### config.mk
export PLATFORM = sky130hd
export DESIGN_NAME = vco_band_cal
export DESIGN_NICKNAME = d
export VERILOG_FILES = /design/src/rtl/vco_band_cal.sv
export SDC_FILE = /design/constraint.sdc
export NUM_CORES = 1
export LEC_CHECK = 0
export CAP_MARGIN = 15
export CORE_ASPECT_RATIO = 1.4
export CORE_MARGIN = 4
export CORE_UTILIZATION = 40
export CTS_CLUSTER_DIAMETER = 30
export DETAILED_ROUTE_END_ITERATION = 16
export GPL_ROUTABILITY_DRIVEN = 0
export GPL_TIMING_DRIVEN = 0
export PLACE_DENSITY_LB_ADDON = 0.12
export SLEW_MARGIN = 20
export SYNTH_ARGS = -nofsm -noshare
export SYNTH_HDL_FRONTEND = slang
export SYNTH_SLANG_ARGS = --single-unit
### constraint.sdc
create_clock -name refclk -period 5.35 [get_ports refclk]
set_input_delay 1.07 -clock refclk [delete_from_list [all_inputs] [get_ports refclk]]
set_output_delay 1.07 -clock refclk [all_outputs]
set_load 0.03 [all_outputs]
### src/rtl/vco_band_cal.sv
// Coarse VCO band calibration: binary search on a 5-bit tune word against a pulse-count target.
// Optional VCO_CAL_NEIGHBOR_EN adds a final comparison against band tune+1.
module vco_band_cal #(
   parameter int unsigned WIN_CYCLES    = 256,
   parameter int unsigned TARGET        = 128,
   parameter int unsigned SETTLE_CYCLES = 16,
   parameter int unsigned CNT_W         = 16
) (
   input  logic             refclk,
   input  logic             rst,
   input  logic             start,
   input  logic             vco_pulse,
   output logic [4:0]       tune,
   output logic             vctrl_hold,
   output logic             busy,
   output logic             done,
   output logic             cal_fail,
   output logic [CNT_W-1:0] last_count
);

   localparam int unsigned TMAX = (WIN_CYCLES > SETTLE_CYCLES) ? WIN_CYCLES : SETTLE_CYCLES;
   localparam int unsigned TW   = $clog2(TMAX + 1);
   localparam logic [TW-1:0]  SET_LD  = TW'(SETTLE_CYCLES - 1);
   localparam logic [TW-1:0]  WIN_LD  = TW'(WIN_CYCLES - 1);
   localparam logic [CNT_W:0] TGT     = TARGET[CNT_W:0];

   localparam logic [2:0] StIdle       = 3'd0;
   localparam logic [2:0] StSettle     = 3'd1;
   localparam logic [2:0] StMeasure    = 3'd2;
   localparam logic [2:0] StDecide     = 3'd3;
   localparam logic [2:0] StDone       = 3'd4;
`ifdef VCO_CAL_NEIGHBOR_EN
   localparam logic [2:0] StNbrSettle  = 3'd5;
   localparam logic [2:0] StNbrMeasure = 3'd6;
`endif

   logic [2:0]       state_q, state_d;
   logic [TW-1:0]    timer_q, timer_d;
   logic [CNT_W-1:0] pulse_q, pulse_d, pulse_inc;
   logic [CNT_W-1:0] last_q, last_d;
   logic [4:0]       tune_q, tune_d, tune_dec;
   logic [2:0]       bit_q, bit_d;
   logic             fail_q, fail_d;
`ifdef VCO_CAL_NEIGHBOR_EN
   logic             nbr_q, nbr_d;
   logic [CNT_W-1:0] base_q, base_d;

   function automatic logic [CNT_W:0] dist(input logic [CNT_W-1:0] c);
      logic [CNT_W:0] e;
      e = {1'b0, c};
      return (e > TGT) ? (e - TGT) : (TGT - e);
   endfunction
`endif

   // A rail hit means the search could not bracket the target.
   function automatic logic fail_of(input logic [4:0] t, input logic [CNT_W-1:0] c);
      return (t == 5'd0) || ((t == 5'd31) && ({1'b0, c} < TGT));
   endfunction

   assign pulse_inc = (vco_pulse && (pulse_q != '1)) ? pulse_q + CNT_W'(1) : pulse_q;

   always_comb begin
      state_d  = state_q;
      timer_d  = timer_q;
      pulse_d  = pulse_q;
      last_d   = last_q;
      tune_d   = tune_q;
      bit_d    = bit_q;
      fail_d   = fail_q;
      tune_dec = tune_q;
`ifdef VCO_CAL_NEIGHBOR_EN
      nbr_d    = nbr_q;
      base_d   = base_q;
`endif
      case (state_q)
         StIdle, StDone: begin
            if (start) begin
               state_d = StSettle;
               timer_d = SET_LD;
               tune_d  = 5'b10000;
               bit_d   = 3'd4;
               fail_d  = 1'b0;
`ifdef VCO_CAL_NEIGHBOR_EN
               nbr_d   = 1'b0;
`endif
            end
         end
         StSettle: begin
            if (timer_q == '0) begin
               state_d = StMeasure;
               timer_d = WIN_LD;
               pulse_d = '0;
            end else begin
               timer_d = timer_q - TW'(1);
            end
         end
         StMeasure: begin
            pulse_d = pulse_inc;
            if (timer_q == '0) begin
               last_d  = pulse_inc;
               state_d = StDecide;
            end else begin
               timer_d = timer_q - TW'(1);
            end
         end
`ifdef VCO_CAL_NEIGHBOR_EN
         StNbrSettle: begin
            if (timer_q == '0) begin
               state_d = StNbrMeasure;
               timer_d = WIN_LD;
               pulse_d = '0;
            end else begin
               timer_d = timer_q - TW'(1);
            end
         end
         StNbrMeasure: begin
            pulse_d = pulse_inc;
            if (timer_q == '0) begin
               last_d  = pulse_inc;
               state_d = StDecide;
            end else begin
               timer_d = timer_q - TW'(1);
            end
         end
`endif
         StDecide: begin
            if ({1'b0, last_q} > TGT) tune_dec[bit_q] = 1'b0;
`ifdef VCO_CAL_NEIGHBOR_EN
            // Second pass through DECIDE resolves the neighbour comparison; ties keep the lower band.
            if (nbr_q) begin
               nbr_d   = 1'b0;
               state_d = StDone;
               if (dist(last_q) < dist(base_q)) begin
                  fail_d = fail_of(tune_q, last_q);
               end else begin
                  tune_d = tune_q - 5'd1;
                  last_d = base_q;
                  fail_d = fail_of(tune_q - 5'd1, base_q);
               end
            end else
`endif
            if (bit_q != 3'd0) begin
               tune_d  = tune_dec | (5'd1 << (bit_q - 3'd1));
               bit_d   = bit_q - 3'd1;
               state_d = StSettle;
               timer_d = SET_LD;
            end else begin
`ifdef VCO_CAL_NEIGHBOR_EN
               if (tune_dec != 5'd31) begin
                  base_d  = last_q;
                  tune_d  = tune_dec + 5'd1;
                  nbr_d   = 1'b1;
                  state_d = StNbrSettle;
                  timer_d = SET_LD;
               end else begin
                  tune_d  = tune_dec;
                  fail_d  = fail_of(tune_dec, last_q);
                  state_d = StDone;
               end
`else
               tune_d  = tune_dec;
               fail_d  = fail_of(tune_dec, last_q);
               state_d = StDone;
`endif
            end
         end
         default: state_d = StIdle;
      endcase
   end

   always_ff @(posedge refclk) begin
      if (rst) begin
         state_q <= StIdle;
         timer_q <= '0;
         pulse_q <= '0;
         last_q  <= '0;
         tune_q  <= 5'b01111;
         bit_q   <= 3'd4;
         fail_q  <= 1'b0;
`ifdef VCO_CAL_NEIGHBOR_EN
         nbr_q   <= 1'b0;
         base_q  <= '0;
`endif
      end else begin
         state_q <= state_d;
         timer_q <= timer_d;
         pulse_q <= pulse_d;
         last_q  <= last_d;
         tune_q  <= tune_d;
         bit_q   <= bit_d;
         fail_q  <= fail_d;
`ifdef VCO_CAL_NEIGHBOR_EN
         nbr_q   <= nbr_d;
         base_q  <= base_d;
`endif
      end
   end

   assign busy       = (state_q != StIdle) && (state_q != StDone);
   assign vctrl_hold = busy;
   assign done       = (state_q == StDone);
   assign cal_fail   = fail_q;
   assign tune       = tune_q;
   assign last_count = last_q;

endmodule

==> PnR_summary.wiki <==
{| class="wikitable"
! Metric !! Value
|-
| Proportion of layout cells with a drive suffix above 1 || between 10% and 20%
|-
| Complex-gate fraction of the synthesized area || 25.3%
|-
| Setup TNS || 0 ns
|-
| Simple-Gate Fraction of Synth Area || 27.0%
|-
| Cell count of the worst hold path || 1
|-
| Floorplan die height || between 100 and 150 um
|-
| Kind of launch point of the worst setup path || flop
|-
| Kind of critical path || flop to primary output
|-
| Vias || ~2,800
|-
| Initial cell density of the core || 41.6%
|-
| Top cell type by total area after synthesis || dfxtp_1
|-
| Adder and majority cell fraction of the synthesized area || under 10%
|-
| Worst hold path startpoint || timer_q[8]$_SDFFE_PP0P_
|-
| Number of max-capacitance violations reported || 0
|-
| Wirelength per Cell || 15.7 um
|-
| Run status || complete, no violations
|-
| Hold slack final || roughly 0.48 ns
|-
| Post-Layout Cell Count || between 500 and 600
|-
| Async set-or-reset flop fraction in the synthesized netlist || 0%
|-
| Worst Hold End || timer_q[8]$_SDFFE_PP0P_
|-
| Dpl hpwl || between 6 and 7 mm
|-
| Antenna viol nets, final || 0
|-
| Clock Latency Late Sink || 0.31 ns
|-
| Synth Warn # || 0
|-
| Final worst path period need || between 3 and 4 ns
|-
| Final total power || 1.03 mW
|-
| Leakage power of the design || approximately 1.3 nW
|-
| Post-CTS resize count || 0
|-
| Critical-path maximum fanout || 10
|-
| First-pass GRT wire length || roughly 13 mm
|-
| Max Clock Freq || between 0.3 and 0.4 GHz
|-
| Num CTS Buffers || 5
|-
| Part of the Yosys area used for sequential elements || 34.2%
|-
| Post-synthesis cell area || 3100 um2
|-
| DIE AREA || slightly above 9000 um2
|-
| Most common flop cell mapped by yosys || dfxtp_1
|-
| Portion of netlist area occupied by mux cells || less than 1%
|-
| Worst hold-check path type || flop to flop
|-
| I/O pins || 29
|-
| Period utilisation layout || a little under three fifths
|-
| Worst Slack Setup Final || about 2.3 ns
|-
| Area delta synth->final || 16.9%
|-
| Number of search-and-repair iterations in the first detailed-routing pass || 4
|-
| FF-to-FF End || pulse_q[0]$_SDFFE_PP0P_
|-
| Clock Tree Buf Depth || 2
|-
| Number of buffers inserted by port buffering || 28
|-
| CTS tree || built
|-
| Unique masters post-synth || 58
|-
| Clock slew at the register clock pins of the worst setup and hold paths || approximately 0.1 ns
|-
| #FFs+latches synth || between 50 and 60
|-
| Synth top area cells || dfxtp_1, a211oi_2, nor2_1
|-
| Setup slack on the worst flop-to-flop path || about 3.0 ns
|-
| Unrepaired setup endpoints after global routing || no
|-
| Number of DRC violations after detailed routing || 0
|-
| Area of the multi-input gates || approximately 1900 um2
|-
| Utilization after layout || a little under 50%
|-
| Ant. Diodes || 0
|-
| Cells after synthesis || approximately 380
|-
| Global route total overflow || 0
|-
| Core footprint || approximately 7500 um2
|-
| Portion of synthesized cell area occupied by the leading cell type || around a third
|-
| Number of synthesized flops with an enable pin || 0
|-
| Relative slew slack || between 40% and 50%
|-
| Setup crit end kind || primary output
|-
| Number of H-tree branching levels || 2
|-
| Post-synth top cells || dfxtp_1, nor2_1, a21oi_1
|-
| Number of global-route vias before repair || 2,680
|-
| Post-synth net total || roughly 390
|-
| All-Layer GR Usage || a little under a fifth
|-
| Clk sinks || 53
|-
| Root cell of the clock tree || clkbuf_8
|-
| Hold Buf Count CTS || 0
|-
| Antenna violations before repair || 0
|-
| Floorplan row count || 37
|-
| Max-slew violation count || 0
|-
| Combinational family with the most area after synthesis || simple AND/OR/NAND/NOR gates
|-
| Reg2reg start || timer_q[0]$_SDFFE_PP0P_
|-
| Actual transition at the worst max-transition pin || about 0.8 ns
|-
| Maximum number of pins on one net before global-route repair || 16
|-
| Final setup violation count || 0
|-
| Number of cells on the worst reg-to-reg path || 7
|-
| Detail-routed via count per cell || around 5.5
|-
| Number of nets in the final layout || ~420
|-
| Layout filler cell count || 734
|-
| Post-CTS repair timing setup buffer count || 0
|-
| Total detailed-routing wirelength || 7.99 mm
|-
| Worst path arrival time || 1.94 ns
|-
| Crit path required time || 4.28 ns
|-
| Flip-flop and latch area || ~1100 um2
|-
| Largest voltage drop on the vdd net || between 0.15 and 0.2 mV
|-
| Number of DRC markers after the initial detailed-route iteration || roughly 160
|-
| # placed instances || 500
|-
| Pre-CTS setup slack || between 2 and 2.5 ns
|-
| Areal power density over the cells || roughly 280 nW/um2
|-
| Count of final hold-check violations || 0
|-
| Xor and xnor fraction of the mapped netlist area || under 10%
|-
| Most common cell in the netlist || dfxtp_1
|-
| Worst clock skew || between 0.006 and 0.007 ns
|-
| Instance area after placement || about 3500 um2
|-
| Post-Layout Inst Area || 3620 um2
|-
| Die X || just over 80 um
|-
| Average cell area after synthesis || ~8.3 um2
|}
[logic make-up (layout without fill, tap and decap cells)]
logic type | after synthesis | in the layout
AOI/OAI and AO/OA | 106 | 106
DFF | 53 | 53
and+or+nand+nor | 155 | 155
muxes | 3 | 3
adders and majority gates | 7 | 7
buffers and inverters | 38 | 74
xor gates and xnor gates | 13 | 13
[layer usage]
layer / track usage, % / wire, um / vias up
met3: 2.17 / 144 / 6
li1: - / - / 1452
met5: 0 / 0 / -
met4: 4.32 / 80 / 0
met1: 22.4 / 3440 / 1318
met2: 32.9 / 4320 / 30
[power by group]
| group | switching [mW] | internal [mW] | total (mW) |
|---|---|---|---|
| Sequential | 0.0299 | 0.420 | 0.449 |
| Clock | 0.140 | 0.153 | 0.293 |
| Combinational | 0.173 | 0.115 | 0.288 |
[worst max path at each step]
stage	end	depth (start not counted)	start	slack, ns
after floorplan	timer_q[4]$_SDFFE_PP0P_	6	start	3.00
after global placement	pulse_q[4]$_SDFFE_PP0P_	5	rst	2.06
after detailed placement	last_count[13]$_SDFFE_PP0P_	6	vco_pulse	2.18
after CTS	done	4	state_q[0]$_SDFFE_PP0P_	2.31
after global routing	done	4	state_q[0]$_SDFFE_PP0P_	2.23
final	done	4	state_q[0]$_SDFFE_PP0P_	2.34
[area by class of cell]
cell class	count	share of cell area (%)
Multi-Input combinational cell	284	51.3
Sequential cell	53	29.3
Timing Repair Buffer	28	7.73
Buffer	21	3.38
Tap cell	97	3.35
Clock buffer	7	2.38
Inverter	17	1.76
Clock inverter	1	0.829
[state kept, by name (all words and copies together), names as in the netlist]
register    count
cal_fail        1
tune            5
bit_q           3
pulse_q        16
state_q         3
timer_q         9
last_count     16
[worst max-delay path, stage by stage (launching register included)]
cell and delay, ns:
dfxtp_1 0.32, buf_2 0.17, or2_2 0.32, nor2_1 0.14, clkdlybuf4s50_1 0.69
[layout by cell type (no fill, tap or decap), types with 3 or more instances in the layout]
cell type,instances
and4_1,3
dfxtp_1,53
mux2i_1,3
nand2b_1,9
clkdlybuf4s50_1,28
inv_1,17
clkbuf_1,11
o211ai_1,5
nand3_1,14
a21oi_1,28
ha_1,7
nand2_1,27
a211oi_2,14
nand4_1,13
nor2_1,40
xnor2_1,6
clkbuf_8,6
a21o_1,6
buf_6,4
a31oi_1,14
nor3_1,12
xor2_1,7
and3_1,6
or3_1,7
nor4_1,4
buf_2,5
o21ai_0,16
Note: power is estimated with default switching activity, not from simulation.
